### config.mk
export PLATFORM = sky130hd
export DESIGN_NAME = can_frame_rx
export DESIGN_NICKNAME = d
export VERILOG_FILES = /design/src/rtl/can_pkg.sv /design/src/rtl/can_crc15.sv /design/src/rtl/can_frame_rx.sv
export SDC_FILE = /design/constraint.sdc
export NUM_CORES = 1
export LEC_CHECK = 0
export ABC_AREA = 1
export BUFFER_PORTS_ARGS = -buffer_cell sky130_fd_sc_hd__buf_2
export CORE_UTILIZATION = 53
export CTS_CLUSTER_DIAMETER = 150
export DETAILED_ROUTE_END_ITERATION = 12
export PLACE_DENSITY_LB_ADDON = 0.12
export SETUP_SLACK_MARGIN = 0.5
export SLEW_MARGIN = 20
export SYNTH_ARGS = -nofsm -noshare
export SYNTH_HDL_FRONTEND = slang
export SYNTH_HIERARCHICAL = 1
export SYNTH_SLANG_ARGS = --single-unit
### constraint.sdc
create_clock -name can_clk -period 1.9 [get_ports can_clk]
set_clock_uncertainty 0.05 [all_clocks]
set_input_delay 0.095 -clock can_clk [delete_from_list [all_inputs] [get_ports can_clk]]
set_output_delay 0.095 -clock can_clk [all_outputs]
set_load 0.01 [all_outputs]
### src/rtl/can_pkg.sv
// Shared definitions for the CAN frame receiver and its CRC helper.
// Contents: receiver state enumeration, error cause codes, field widths,
// CRC polynomial, tail pattern and dominant/recessive bit encodings.
package can_pkg;

  typedef enum logic [3:0] {
    StIdle,
    StId,
    StCtrl,
    StDlc,
    StData,
    StCrc,
    StTail,
    StEof,
    StError
  } rx_state_e;

  // Error cause codes reported on rx_err_code
  localparam logic [2:0] ERR_NONE = 3'd0;
  localparam logic [2:0] ERR_LINE = 3'd1;
  localparam logic [2:0] ERR_CTRL = 3'd2;
  localparam logic [2:0] ERR_TAIL = 3'd3;
  localparam logic [2:0] ERR_EOF  = 3'd4;
  localparam logic [2:0] ERR_CRC  = 3'd5;

  // Field widths in bits
  localparam int unsigned ID_W   = 11;
  localparam int unsigned CTRL_W = 2;
  localparam int unsigned DLC_W  = 4;
  localparam int unsigned CRC_W  = 15;
  localparam int unsigned TAIL_W = 3;

  localparam logic [14:0] CRC_POLY     = 15'h4599;
  localparam logic [2:0]  TAIL_PATTERN = 3'b101;

  localparam logic BIT_DOMINANT  = 1'b0;
  localparam logic BIT_RECESSIVE = 1'b1;

endpackage

### src/rtl/can_crc15.sv
// Serial CRC-15 LFSR (CAN polynomial), one bit per enabled clock.
// Shared with the transmitter for generating its CRC field.
// Ports:
//   clk    - clock
//   reset  - asynchronous active-low reset (register cleared to 0)
//   clear  - synchronous clear to the initial value 0 (wins over enable)
//   enable - shift bit_in into the register this cycle
//   bit_in - serial message bit, MSB first
//   crc    - current CRC remainder
module can_crc15
  import can_pkg::*;
(
  input  logic        clk,
  input  logic        reset,
  input  logic        clear,
  input  logic        enable,
  input  logic        bit_in,
  output logic [14:0] crc
);

  logic [14:0] crc_q, crc_d;
  logic        feedback;

  always_comb begin
    feedback = bit_in ^ crc_q[14];
    crc_d    = crc_q;
    if (clear) begin
      crc_d = '0;
    end else if (enable) begin
      crc_d = {crc_q[13:0], 1'b0} ^ (feedback ? CRC_POLY : 15'h0000);
    end
  end

  always_ff @(posedge clk or negedge reset) begin
    if (!reset) begin
      crc_q <= '0;
    end else begin
      crc_q <= crc_d;
    end
  end

  assign crc = crc_q;

endmodule

### src/rtl/can_frame_rx.sv
// CAN frame receiver: samples the differential bus one bit per can_clk,
// parses SOF/ID/CTRL/DLC/DATA/CRC/TAIL/EOF and hands completed frames to a
// consumer over a valid/ready handshake. Reception continues while a frame
// is held; the in-progress frame lives in shadow registers.
// Optional: define CAN_RX_CRC_CHECK_EN to check the received CRC field.
// Ports:
//   can_clk, reset       - bit clock, asynchronous active-low reset
//   can_hi_in, can_lo_in - bus pair (hi=1/lo=0 dominant, hi=0/lo=1 recessive)
//   rx_ready / rx_valid  - consumer handshake
//   rx_id, rx_dlc        - held frame ID and raw DLC
//   rx_data              - held data, byte k at [8k+:8], unused bytes zero
//   rx_err, rx_err_code  - one-cycle error pulse and its cause
//   rx_overrun           - one-cycle pulse when a completed frame is dropped
//   busy                 - receiver is not idle
module can_frame_rx
  import can_pkg::*;
#(
  parameter int unsigned MAX_BYTES = 8,
  parameter int unsigned EOF_BITS  = 7,
  parameter int unsigned IDLE_BITS = 11
) (
  input  logic        can_clk,
  input  logic        reset,
  input  logic        can_hi_in,
  input  logic        can_lo_in,
  input  logic        rx_ready,
  output logic        rx_valid,
  output logic [10:0] rx_id,
  output logic [3:0]  rx_dlc,
  output logic [63:0] rx_data,
  output logic        rx_err,
  output logic [2:0]  rx_err_code,
  output logic        rx_overrun,
  output logic        busy
);

  localparam logic [6:0] IdLast   = 7'(ID_W - 1);
  localparam logic [6:0] CtrlLast = 7'(CTRL_W - 1);
  localparam logic [6:0] DlcLast  = 7'(DLC_W - 1);
  localparam logic [6:0] CrcLast  = 7'(CRC_W - 1);
  localparam logic [6:0] TailLast = 7'(TAIL_W - 1);
  localparam logic [6:0] EofLast  = 7'(EOF_BITS - 1);
  localparam logic [6:0] IdleLast = 7'(IDLE_BITS - 1);
  localparam logic [3:0] MaxBytes = 4'(MAX_BYTES);

  rx_state_e   state_q, state_d;
  logic [6:0]  cnt_q, cnt_d;
  logic [10:0] id_q, id_d;
  logic [3:0]  dlc_q, dlc_d;
  logic [63:0] data_q, data_d;
  logic        ctrl_nz_q, ctrl_nz_d;
  logic [1:0]  tail_q, tail_d;

  logic        rx_valid_q, rx_valid_d;
  logic [10:0] rx_id_q, rx_id_d;
  logic [3:0]  rx_dlc_q, rx_dlc_d;
  logic [63:0] rx_data_q, rx_data_d;
  logic        rx_err_q;
  logic [2:0]  rx_err_code_q, rx_err_code_d;
  logic        rx_overrun_q, rx_overrun_d;

  logic        line_ok, rx_bit;
  logic        err_set;
  logic [2:0]  err_code;
  logic        complete;
  logic [3:0]  n_bytes;
  logic [6:0]  data_last;
  logic [5:0]  data_idx;

  assign line_ok = can_hi_in ^ can_lo_in;
  assign rx_bit  = can_lo_in;

  // Data bytes arrive MSB first; byte k lands at [8k+:8].
  assign n_bytes   = (dlc_q > MaxBytes) ? MaxBytes : dlc_q;
  assign data_last = {n_bytes, 3'b000} - 7'd1;
  assign data_idx  = {cnt_q[5:3], ~cnt_q[2:0]};

`ifdef CAN_RX_CRC_CHECK_EN
  logic        crc_clear, crc_en;
  logic [14:0] crc_calc, crc_rx_q, crc_rx_d;

  // SOF is dominant and the LFSR starts at 0, so skipping the SOF bit
  // leaves the remainder unchanged.
  assign crc_clear = (state_q == StIdle);
  assign crc_en    = (state_q inside {StId, StCtrl, StDlc, StData});

  can_crc15 u_crc (
    .clk    (can_clk),
    .reset  (reset),
    .clear  (crc_clear),
    .enable (crc_en),
    .bit_in (rx_bit),
    .crc    (crc_calc)
  );
`endif

  // Frame parser
  always_comb begin
    state_d   = state_q;
    cnt_d     = cnt_q + 7'd1;
    id_d      = id_q;
    dlc_d     = dlc_q;
    data_d    = data_q;
    ctrl_nz_d = ctrl_nz_q;
    tail_d    = tail_q;
    err_set   = 1'b0;
    err_code  = ERR_NONE;
    complete  = 1'b0;
`ifdef CAN_RX_CRC_CHECK_EN
    crc_rx_d  = crc_rx_q;
`endif

    if (state_q != StIdle && state_q != StError && !line_ok) begin
      err_set  = 1'b1;
      err_code = ERR_LINE;
    end else begin
      unique case (state_q)
        StIdle: begin
          cnt_d = '0;
          if (line_ok && rx_bit == BIT_DOMINANT) begin
            state_d = StId;
            data_d  = '0;
          end
        end
        StId: begin
          id_d = {id_q[9:0], rx_bit};
          if (cnt_q == IdLast) state_d = StCtrl;
        end
        StCtrl: begin
          ctrl_nz_d = ((cnt_q == 7'd0) ? 1'b0 : ctrl_nz_q) | rx_bit;
          if (cnt_q == CtrlLast) begin
            if (ctrl_nz_d) begin
              err_set  = 1'b1;
              err_code = ERR_CTRL;
            end else begin
              state_d = StDlc;
            end
          end
        end
        StDlc: begin
          dlc_d = {dlc_q[2:0], rx_bit};
          if (cnt_q == DlcLast) state_d = (dlc_d == 4'd0) ? StCrc : StData;
        end
        StData: begin
          data_d[data_idx] = rx_bit;
          if (cnt_q == data_last) state_d = StCrc;
        end
        StCrc: begin
`ifdef CAN_RX_CRC_CHECK_EN
          crc_rx_d = {crc_rx_q[13:0], rx_bit};
`endif
          if (cnt_q == CrcLast) state_d = StTail;
        end
        StTail: begin
          tail_d = {tail_q[0], rx_bit};
`ifdef CAN_RX_CRC_CHECK_EN
          if (cnt_q == 7'd0 && crc_rx_q != crc_calc) begin
            err_set  = 1'b1;
            err_code = ERR_CRC;
          end else
`endif
          if (cnt_q == TailLast) begin
            if ({tail_q, rx_bit} != TAIL_PATTERN) begin
              err_set  = 1'b1;
              err_code = ERR_TAIL;
            end else begin
              state_d = StEof;
            end
          end
        end
        StEof: begin
          if (rx_bit == BIT_DOMINANT) begin
            err_set  = 1'b1;
            err_code = ERR_EOF;
          end else if (cnt_q == EofLast) begin
            state_d  = StIdle;
            complete = 1'b1;
          end
        end
        StError: begin
          // Count consecutive clean recessive bits; anything else restarts.
          if (line_ok && rx_bit == BIT_RECESSIVE) begin
            if (cnt_q == IdleLast) state_d = StIdle;
          end else begin
            cnt_d = '0;
          end
        end
        default: state_d = StIdle;
      endcase
    end

    if (err_set) state_d = StError;
    if (state_d != state_q) cnt_d = '0;
  end

  // Output handshake; a completion coinciding with an accept is loaded.
  always_comb begin
    rx_valid_d    = rx_valid_q & ~rx_ready;
    rx_id_d       = rx_id_q;
    rx_dlc_d      = rx_dlc_q;
    rx_data_d     = rx_data_q;
    rx_overrun_d  = 1'b0;
    rx_err_code_d = err_set ? err_code : rx_err_code_q;
    if (complete) begin
      if (!rx_valid_q || rx_ready) begin
        rx_valid_d = 1'b1;
        rx_id_d    = id_q;
        rx_dlc_d   = dlc_q;
        rx_data_d  = data_q;
      end else begin
        rx_overrun_d = 1'b1;
      end
    end
  end

  always_ff @(posedge can_clk or negedge reset) begin
    if (!reset) begin
      state_q       <= StIdle;
      cnt_q         <= '0;
      id_q          <= '0;
      dlc_q         <= '0;
      data_q        <= '0;
      ctrl_nz_q     <= 1'b0;
      tail_q        <= '0;
      rx_valid_q    <= 1'b0;
      rx_id_q       <= '0;
      rx_dlc_q      <= '0;
      rx_data_q     <= '0;
      rx_err_q      <= 1'b0;
      rx_err_code_q <= '0;
      rx_overrun_q  <= 1'b0;
    end else begin
      state_q       <= state_d;
      cnt_q         <= cnt_d;
      id_q          <= id_d;
      dlc_q         <= dlc_d;
      data_q        <= data_d;
      ctrl_nz_q     <= ctrl_nz_d;
      tail_q        <= tail_d;
      rx_valid_q    <= rx_valid_d;
      rx_id_q       <= rx_id_d;
      rx_dlc_q      <= rx_dlc_d;
      rx_data_q     <= rx_data_d;
      rx_err_q      <= err_set;
      rx_err_code_q <= rx_err_code_d;
      rx_overrun_q  <= rx_overrun_d;
    end
  end

`ifdef CAN_RX_CRC_CHECK_EN
  always_ff @(posedge can_clk or negedge reset) begin
    if (!reset) begin
      crc_rx_q <= '0;
    end else begin
      crc_rx_q <= crc_rx_d;
    end
  end
`endif

  assign rx_valid    = rx_valid_q;
  assign rx_id       = rx_id_q;
  assign rx_dlc      = rx_dlc_q;
  assign rx_data     = rx_data_q;
  assign rx_err      = rx_err_q;
  assign rx_err_code = rx_err_code_q;
  assign rx_overrun  = rx_overrun_q;
  assign busy        = (state_q != StIdle);

endmodule

==> results of run 1 <==
## sequential cells by signal, summed over array words and instances, names as in the netlist
name,count
ctrl_nz_q,1
rx_valid,1
rx_dlc,4
dlc_q,4
id_q,11
rx_err_code,3
state_q,4
cnt_q,7
rx_data,64
rx_overrun,1
data_q,64
tail_q,2
rx_id,11
rx_err,1
## worst max-delay path, stage by stage (launching register included)
cell and delay (ps):
dfrtp_1 410, buf_4 170, inv_1 130, nand2_1 150
nor2_1 160, inv_1 300, o21ai_0 660, nand2_4 90
nand2_2 110, o31ai_1 60
## layer usage
layer / wire [um] / share of wire (%) / up-vias / GRT usage, %
li1: - / - / 3466 / -
met1: 10620 / 38 / 3862 / 38.13
met2: 13690 / 49 / 458 / 50.99
met3: 2248 / 8.1 / 127 / 8.013
met4: 1319 / 4.7 / 0 / 12.54
met5: 0 / 0 / - / 0
## layout by cell type, fill, tap and decap left out, drive strengths merged, types with 29 or more instances in the layout
cell type / count
inv: 124
o22ai: 29
o31ai: 34
nor2: 78
buf: 237
dfrtp: 178
nand2: 217
a21oi: 34
mux2: 36
o21ai: 103
## timing repair
| item | in CTS | in global routing |
|---|---|---|
| gates resized for setup | 154 | 216 |
| hold endpoints to repair | 180 | 0 |
| endpoints found under the setup margin | 178 | 179 |
| gates cloned | 23 | 9 |
| pin swaps | 27 | 57 |
| hold buffers | 2 | 0 |
| setup buffers | 47 | 20 |
## power groups by stage
stage               registers [mW]  logic [mW]  clock network, mW
global placement              4.05        1.51                  0
global route                  4.00        3.25               3.92
CTS                           3.98        2.49               3.74
detailed placement            4.05        1.54                  0
floorplan                     4.05        1.00                  0
finish                        3.99        3.10               3.74
## worst paths after layout
path | to | slack, ps | depth (start not counted)
setup / recovery | data_q[23] | -510 | 9
hold / removal | rx_data[27] | 100 | 2
setup reg to reg | data_q[23] | -510 | 9
hold reg to reg | rx_id[5] | 430 | 2
max in group asynchronous | data_q[48] | 1040 | 3
min in group can_clk | rx_err_code[0] | 160 | 4
## area by class of cell
type / instances / area [um^2]
flip-flops and latches: 178 / 4461
multi-input cells: 575 / 4103
repair buffers: 251 / 2674
fillers: 786 / 2601
inverters: 123 / 496.7
clock buffers: 21 / 470.5
well taps: 188 / 235.2
clock inverters: 10 / 146.4
repair inverters: 2 / 15.01
## stage by stage
step                      util [%]  total power [mW]
final                        82.89             10.83
after global placement       61.64             5.562
after CTS                    75.75             10.21
after detailed placement     61.64             5.589
after floorplan                  -             5.055
after global routing         82.89             11.18
## kinds of logic after synthesis
logic type / Yosys count / synth area share, %
compound gates: 201 / 14.28
fa+ha+maj: 7 / 1.061
buf+inv: 169 / 8.656
flops: 178 / 53.96
mux: 36 / 4.911
simple gates: 331 / 17.13
==> impl_results.md, run 1 <==
- Initial antenna violation count: 0
- Area added between synthesis and finish: 52.66%
- Final hold violation count: 0
- CTS tree: done
- Flop pwr share: a little under two fifths
- Initial Util: 54.30%
- GRT Total Usage: a little under a third
- Top_reg_cell synth: dfrtp_1
- Clock buffer depth: 2
- Num CTS Buffers: 17
- Design area: 12600 um^2
- Vias in the first global route: 7194
- Routed WL: about 28000 um
- Leak pwr: 5.967 nW
- Crit path arrival time: 2670 ps
- Number of placed instances with taps included: around 1200
- Yosys warns: 6
- Gate Count Post-Synth: 922
- Post-DP HPWL: between 10000 and 15000 um
- Rows: 45
- Seq/Total Area, Yosys: roughly 54%
- Avg Synthesized Cell Area: slightly below 9 um^2
- Die W: between 100 and 150 um
- Routed length per instance: 20.68 um
- Die height: between 100 and 150 um
- Result of the run: finished with violations
- Vias per std cell: ~5.9
- Post-synth top area share: around 54%
- Port Buffer Count: 90
- Peak VDD IR: ~0.0011 V
- I/O pins: roughly 90
- Worst-margin pin slew: 670.6 ps
- Largest net degree at the start of global routing: 48
- PwrDens: between 800 and 900 nW/um^2
- Mapped Area: ~8300 um^2
- N_diodes: 0
- Yosys reg bits: around 180
- DRC: 0
- Clock network power share: 34.5%
- Global-route wire length before repair: 37610 um
- Post-synth top cells: nand2_1 (209), dfrtp_1 (178), inv_1 (112)
- Fin crit period: around 2400 ps
- Hold_ws: approximately 100 ps
- Failing checks: setup timing
- Worst setup EP type: flop
- Dpl ws: -242.4 ps
- Max-Cap Viols: 0
- Core ar.: ~15000 um^2
- Clock Sinks: 178
- Number of synthesized flops with an enable pin: 0
- Setup tns final: -20860 ps
- H-tree depth: 4
- Root Buffer: clkbuf_16
- Non-Filler Instances: roughly 1300
- Sw frac: 30.65%
- Setup ws final: -509.7 ps
- Placed instance area: ~9400 um^2
- Count of cell types in the netlist: 32
- Rel. slew slack: a little over half
- Synth area leader: dfrtp_1
- First DRT Iteration DRCs: 699
- Pre-antenna DRT Iters: 6
- Period utilization: 126.8%
- WS Path Type: flop to flop
- Startpoint types: flop
- Layout cells sized above 1: between 50 and 60%
- RSZ-0062 raised after global routing: yes
- CP max FO: 16
- Fmax: 0.4150 GHz
- Hold crit path type: primary input to asynchronous set/reset pin
- Final ANT Viol Nets: 0
- Largest cells by area after synthesis: dfrtp_1 (54%), nand2_1 (9.5%), inv_1 (5.1%), mux2_2 (4.9%), o21ai_0 (4.6%)
- Final count of pins violating max slew: 0
- Most frequent cell after synthesis: nand2_1
- GP Congestion: between 0.8 and 0.9
- Final #Nets: ~1200
- Final Setup Violations: 142
- Worst path required time: roughly 2200 ps
- Combinational share of power: ~29%
- Syn nets: 934
- Die area: approximately 16000 um^2
- Synth async-reset ratio: between 90% and 100%
- Sw Pwr: between 3 and 4 mW
- Int Power: roughly 7.5 mW
- Gr ovfl total: 0
- Reg-to-Reg Start: cnt_q[5]
- Worst-Skew Late Latency: roughly 440 ps
- Via count: around 7900
- Reg clk slew, reported paths: 70 ps
- Worst Setup SP: cnt_q[5]
Note: power is estimated with default switching activity, not from simulation.
==> run 2, diff against run 1 <==
Settings changed: REMOVE_ABC_BUFFERS from default to 1, TNS_END_PERCENT from default to 5.
==> impl_results.md, run 2 (same netlist as run 1, synthesis figures left out) <==
- Result of the run: finished with violations
- Failing checks: setup timing
- First DRT Iteration DRCs: 438 (-37%)
- Leak pwr: 5.054 nW (-15%)
- Non-Filler Instances: 1270 (-5.8%)
- GP Congestion: 0.8690 (-1.6%)
- Routed WL: 19050 um (-32%)
- Port Buffer Count: 90 (unchanged)
- Post-DP HPWL: 11920 um (-1.3%)
- RSZ-0062 raised after global routing: yes
- Cell mode on critical path: nand2_2
- Rows: 45 (unchanged)
- Final ANT Viol Nets: 0 (unchanged)
- Reg clk slew, reported paths: 70 ps (about the same)
- Hold_ws: 140.7 ps (+37.57 ps)
- CP Buf/Inv Count: 1 (-2)
- Worst-margin pin slew: 607.0 ps (-63.58 ps)
- Fin crit period: 2215 ps (-194.9 ps)
- Reg2reg end: cnt_q[4]
- Max-Cap Viols: 0 (unchanged)
- Num CTS Buffers: 17 (unchanged)
- Most common cell after layout, fill and taps aside: nand2_1
- Initial Util: 54.30% (unchanged)
- Number of placed instances with taps included: 1224 (+0.66%)
- CP max FO: 7 (-9)
- Initial antenna violation count: 0 (unchanged)
- Reg-to-Reg Start: dlc_q[0]
- Period utilization: 116.6% (-10 points)
- Rel. slew slack: 59.49% (+4.7 points)
- Multi-input gate area: 3232 um^2 (-21%)
- Fin util: 67.64% (-15 points)
- Final Setup Violations: 76 (-46%)
- Most frequent cells in the layout: nand2_1 (194), dfrtp_1 (177), inv_1 (107), buf_2 (89), o21ai_0 (74)
- PwrDens: 898.2 nW/um^2 (+4.5%)
- CTS tree: done
- DRC: 0 (unchanged)
- Core ar.: 15200 um^2 (unchanged)
- Worst path required time: 2160 ps (about the same)
- Peak VDD IR: 0.0009425 V (-10%)
- N_diodes: 0 (unchanged)
- Die height: 126.8 um (unchanged)
- Via count: 6607 (-17%)
- Worst path slowest cell: dfrtp_1
- H-tree depth: 4 (unchanged)
- Hold crit path type: primary input to asynchronous set/reset pin
- Root Buffer: clkbuf_16
- Area added between synthesis and finish: 24.57%
- Clock Sinks: 178 (unchanged)
- Routed length per instance: 15.00 um (-27%)
- Setup ws final: -314.7 ps (+194.9 ps)
- Placed instance area: 9335 um^2 (-0.37%)
- Largest net degree at the start of global routing: 64 (+33%)
- Final count of pins violating max slew: 0 (unchanged)
- Clock buffer depth: 2 (unchanged)
- Top delay family on crit path: simple AND/OR/NAND/NOR gates
- Design area: 10280 um^2 (-18%)
- Slowest stage delay, CP: 390 ps (-270 ps)
- Global-route wire length before repair: 30740 um (-18%)
- Levels on crit path: 18 (+9)
- Worst-Skew Late Latency: 430 ps (about the same)
- Final hold violation count: 0 (unchanged)
- Layout cells sized above 1: 29.94% (-20 points)
- Worst setup EP type: flop
- Sequential Area: 4456 um^2 (-0.11%)
- R2r setup slk: -310 ps (+190 ps)
- Vias per std cell: 5.202 (-11%)
- Crit path arrival time: 2480 ps (-190 ps)
- Die W: 126.8 um (unchanged)
- I/O pins: 91 (unchanged)
- Pre-antenna DRT Iters: 5 (-1)
- Final #Nets: 1081 (-6.8%)
- Fmax: 0.4515 GHz (+8.8%)
- Crit-path cells: nor2_2, nand2_2, nand2_4, nand2_4, ha_4, inv_2, nand2_2, nand2_2, nor2_2, nand3_1, nor2_1, nand2_1, nand3_2, nand2_2, nand2_2, nand2_2, nand3_4, nor2_2
- Gr ovfl total: 0 (unchanged)
- Fillers: 1219 (+55%)
- WS Path Type: flop to flop
- Startpoint types: flop
- Vias in the first global route: 6359 (-12%)
- Design Power: 9.235 mW (-15%)
- Reg2reg path depth: 18 (+9)
- GRT Total Usage: 24.39% (-6.2 points)
- Die area: 16080 um^2 (unchanged)
run 2: final cells by class:
class	instances	area share, %
clock inverter	14	1.716
clock buffer	18	4.271
tap	188	2.288
inverter	123	4.551
sequential	178	43.33
multi-input combinational	575	31.43
timing repair buffer	174	12.41
run 2: worst max-delay path by stage:
stage	from	slack (ps)	to
2_1_floorplan	state_q[0]	-2270	data_q[14]
3_3_place_gp	dlc_q[0]	-170	cnt_q[5]
3_5_place_dp	dlc_q[0]	-260	cnt_q[3]
4_1_cts	dlc_q[1]	-240	cnt_q[2]
5_1_grt	dlc_q[0]	-490	cnt_q[4]
6_report	dlc_q[0]	-310	cnt_q[4]
run 2: what timing repair did:
item,in CTS,in global routing
cloned,0,3
setup buffers,6,3
hold buffers,2,0
endpoints found under the setup margin,177,179
pin swaps,11,22
endpoints found under the hold margin,59,0
resized for setup,11,42
run 2: worst reg2reg max path, cell delays in order (launching register included):
cell and delay [ps]:
dfrtp_1 390, nor2_2 150, nand2_2 90, nand2_4 110
nand2_4 70, ha_4 260, inv_2 30, nand2_2 50
nand2_2 60, nor2_2 90, nand3_1 80, nor2_1 100
nand2_1 80, nand3_2 100, nand2_2 70, nand2_2 70
nand2_2 60, nand3_4 130, nor2_2 60
run 2: layer usage:
layer  routed length [um]  vias to the layer above  track usage [%]
li1                     -                     3291                -
met5                    0                        -                0
met1                 8806                     3161            32.23
met4                  281                        0            7.703
met2                 9338                      135            40.95
met3                  620                       20            4.555
run 2: where the power goes:
part | switching [mW] | internal [mW]
Sequential | 0.0825 | 3.90
Clock | 1.52 | 2.12
Combinational | 1.01 | 0.606
Total | 2.61 | 6.63
run 2: through the flow:
step | setup slack [ps] | TNS [ps]
CTS | -243.9 | -4400
detailed placement | -264.3 | -8627
global placement | -168.6 | -5231
finish | -314.7 | -8576
floorplan | -2274 | -219860
global route | -493.1 | -24040
==> run 3, diff against run 2 <==
--- a/config.mk
+++ b/config.mk
@@ -8,5 +8,6 @@
 export ABC_AREA = 1
 export BUFFER_PORTS_ARGS = -buffer_cell sky130_fd_sc_hd__buf_2
-export CORE_UTILIZATION = 53
+export CORE_MARGIN = 1
+export CORE_UTILIZATION = 33
 export CTS_CLUSTER_DIAMETER = 150
 export DETAILED_ROUTE_END_ITERATION = 12
--- a/constraint.sdc
+++ b/constraint.sdc
@@ -3,3 +3,3 @@
 set_input_delay 0.095 -clock can_clk [delete_from_list [all_inputs] [get_ports can_clk]]
 set_output_delay 0.095 -clock can_clk [all_outputs]
-set_load 0.01 [all_outputs]
+set_load 0.005 [all_outputs]
==> impl_results.md, run 3 (same netlist as run 1, synthesis figures left out) <==
- Combinational share of power: 18.4% (+0.9 points)
- Most frequent cells in the layout: nand2_1 (200), dfrtp_1 (174), inv_1 (105), buf_2 (89), o21ai_0 (71)
- Final hold violation count: 0 (unchanged)
- Root Buffer: clkbuf_16
- Core ar.: 24390 um^2 (+60%)
- Final #Nets: 1087 (+0.56%)
- Layout cells sized above 1: 29.96% (about the same)
- Rel. slew slack: 60.45% (+0.96 points)
- GRT Total Usage: 16.76% (-7.6 points)
- Die area: 25650 um^2 (+60%)
- Most Crowded Layer GR: met2
- Peak VDD IR: 0.0004903 V (-48%)
- CTS tree: done
- Initial Util: 33.84% (-20 points)
- Sw Pwr: 2.773 mW (+6.4%)
- Worst setup EP type: flop
- Startpoint types: flop
- GP Congestion: 0.8428 (-3.0%)
- Reg-to-Reg Start: dlc_q[0]
- Initial antenna violation count: 0 (unchanged)
- Clock network power share: 38.1% (-1.3 points)
- N_diodes: 0 (unchanged)
- Placed instance area: 9615 um^2 (+3.0%)
- Sw frac: 30.38% (+2.2 points)
- Largest net degree at the start of global routing: 53 (-17%)
- Num CTS Buffers: 17 (unchanged)
- Die W: 160.2 um (+26%)
- Worst-Skew Late Latency: 440 ps (about the same)
- Leak pwr: 5.011 nW (-0.85%)
- Crit path arrival time: 2430 ps (-50 ps)
- Final count of pins violating max slew: 0 (unchanged)
- Reg2reg path depth: 17 (-1)
- WS Path Type: flop to flop
- Clock buffer depth: 2 (unchanged)
- CP max FO: 7 (unchanged)
- Rows: 57 (+27%)
- Via count: 6460 (-2.2%)
- Reg clk slew, reported paths: 80 ps (about the same)
- Vias per std cell: 4.575 (-12%)
- Post-DP HPWL: 13760 um (+15%)
- Worst path required time: 2220 ps (+60 ps)
- DRC: 0 (unchanged)
- Pre-antenna DRT Iters: 4 (-1)
- Global-route met2 utilization: 26.36% (-15 points)
- Hold_ws: 120.0 ps (-20.72 ps)
- Hold crit path type: primary input to asynchronous set/reset pin
- Routed WL: 20420 um (+7.2%)
- Period utilization: 111.4% (-5.2 points)
- Reg2reg end: cnt_q[5]
- Global routing usage on met1: 23.11% (-9.1 points)
- Worst-margin pin slew: 592.5 ps (-14.44 ps)
- Int Power: 6.354 mW (-4.1%)
- PwrDens: 874.9 nW/um^2 (-2.6%)
- Global-route wire length before repair: 33920 um (+10%)
- Design area: 10430 um^2 (+1.5%)
- Gr ovfl total: 0 (unchanged)
- Result of the run: finished with violations
- Setup ws final: -215.8 ps (+98.96 ps)
- Max-Cap Viols: 0 (unchanged)
- Vias in the first global route: 6418 (+0.93%)
- Final Setup Violations: 46 (-39%)
- Die height: 160.2 um (+26%)
- Dpl ws: -273.6 ps (-9.337 ps)
- Setup tns final: -2805 ps (+5771 ps)
- Most common cell after layout, fill and taps aside: nand2_1
- Global Route met3 Usage: 3.247% (-1.3 points)
- R2r setup slk: -220 ps (+100 ps)
- Flop pwr share: 43.6% (+0.5 points)
- Area added between synthesis and finish: 26.39%
- RSZ-0062 raised after global routing: yes
- I/O pins: 91 (unchanged)
- Routed length per instance: 14.46 um (-3.6%)
- H-tree depth: 4 (unchanged)
- Port Buffer Count: 90 (unchanged)
- Clock Sinks: 178 (unchanged)
- First DRT Iteration DRCs: 363 (-17%)
- Fin crit period: 2116 ps (-98.96 ps)
- Fmax: 0.4726 GHz (+4.7%)
- Final ANT Viol Nets: 0 (unchanged)
- Failing checks: setup timing
[run 3: worst max path at each step]
stage,slack (ps),to,cells past startpoint,start
floorplan,-2270,data_q[14],5,state_q[0]
global placement,-220,cnt_q[6],17,dlc_q[0]
detailed placement,-270,cnt_q[2],17,dlc_q[0]
CTS,-220,cnt_q[0],17,dlc_q[1]
global route,-380,cnt_q[5],17,dlc_q[0]
finish,-220,cnt_q[5],17,dlc_q[0]
[run 3: worst max-delay path, stage by stage, from the launching register on]
cell,delay [ps]
dfrtp_1,390
nor2_2,120
nand2_1,80
nand2_2,110
nand2_2,80
ha_4,270
inv_2,30
nand2_2,40
nand2_1,40
nor2_1,80
nand3_1,70
nor2_1,110
nand2_1,70
nand3_2,90
nand3_2,70
nand2_2,80
nand3_4,130
nor2_2,130
[run 3: power groups by stage]
stage	clock network, mW	logic (mW)	registers (mW)
global route	3.72	1.89	3.99
detailed placement	0	1.58	4.04
CTS	3.57	1.66	3.96
floorplan	0	0.850	4.04
finish	3.47	1.68	3.97
global placement	0	1.58	4.04
[run 3: cell type report]
type                            count  area, um^2
Fill cell                        2467       13960
Sequential cell                   178        4459
Multi-Input combinational cell    575        3228
Timing Repair Buffer              180        1303
Inverter                          123       465.4
Clock buffer                       20       456.7
Tap cell                          324       405.4
Clock inverter                     12       115.1
[run 3: metrics by stage]
| stage | utilization [%] | power, mW | cells |
|---|---|---|---|
| global route | 42.77 | 9.595 | 1412 |
| floorplan | - | 4.893 | 876 |
| CTS | 42.38 | 9.195 | 1411 |
| finish | 42.77 | 9.127 | 1412 |
| global placement | 39.42 | 5.622 | 1371 |
| detailed placement | 39.42 | 5.614 | 1371 |
[run 3: per-layer routing]
layer / wire [um] / part of all wire, %
met1: 10200 / 50
met2: 9384 / 46
met3: 564 / 2.8
met4: 273 / 1.3
met5: 0 / 0
[run 3: timing repair]
item,4_1_cts,5_1_grt
pin swaps,10,17
resized for setup,25,33
setup buffers,6,1
setup endpoints to repair,177,179
gates cloned,0,0
hold buffers,2,0
hold endpoints to repair,177,0
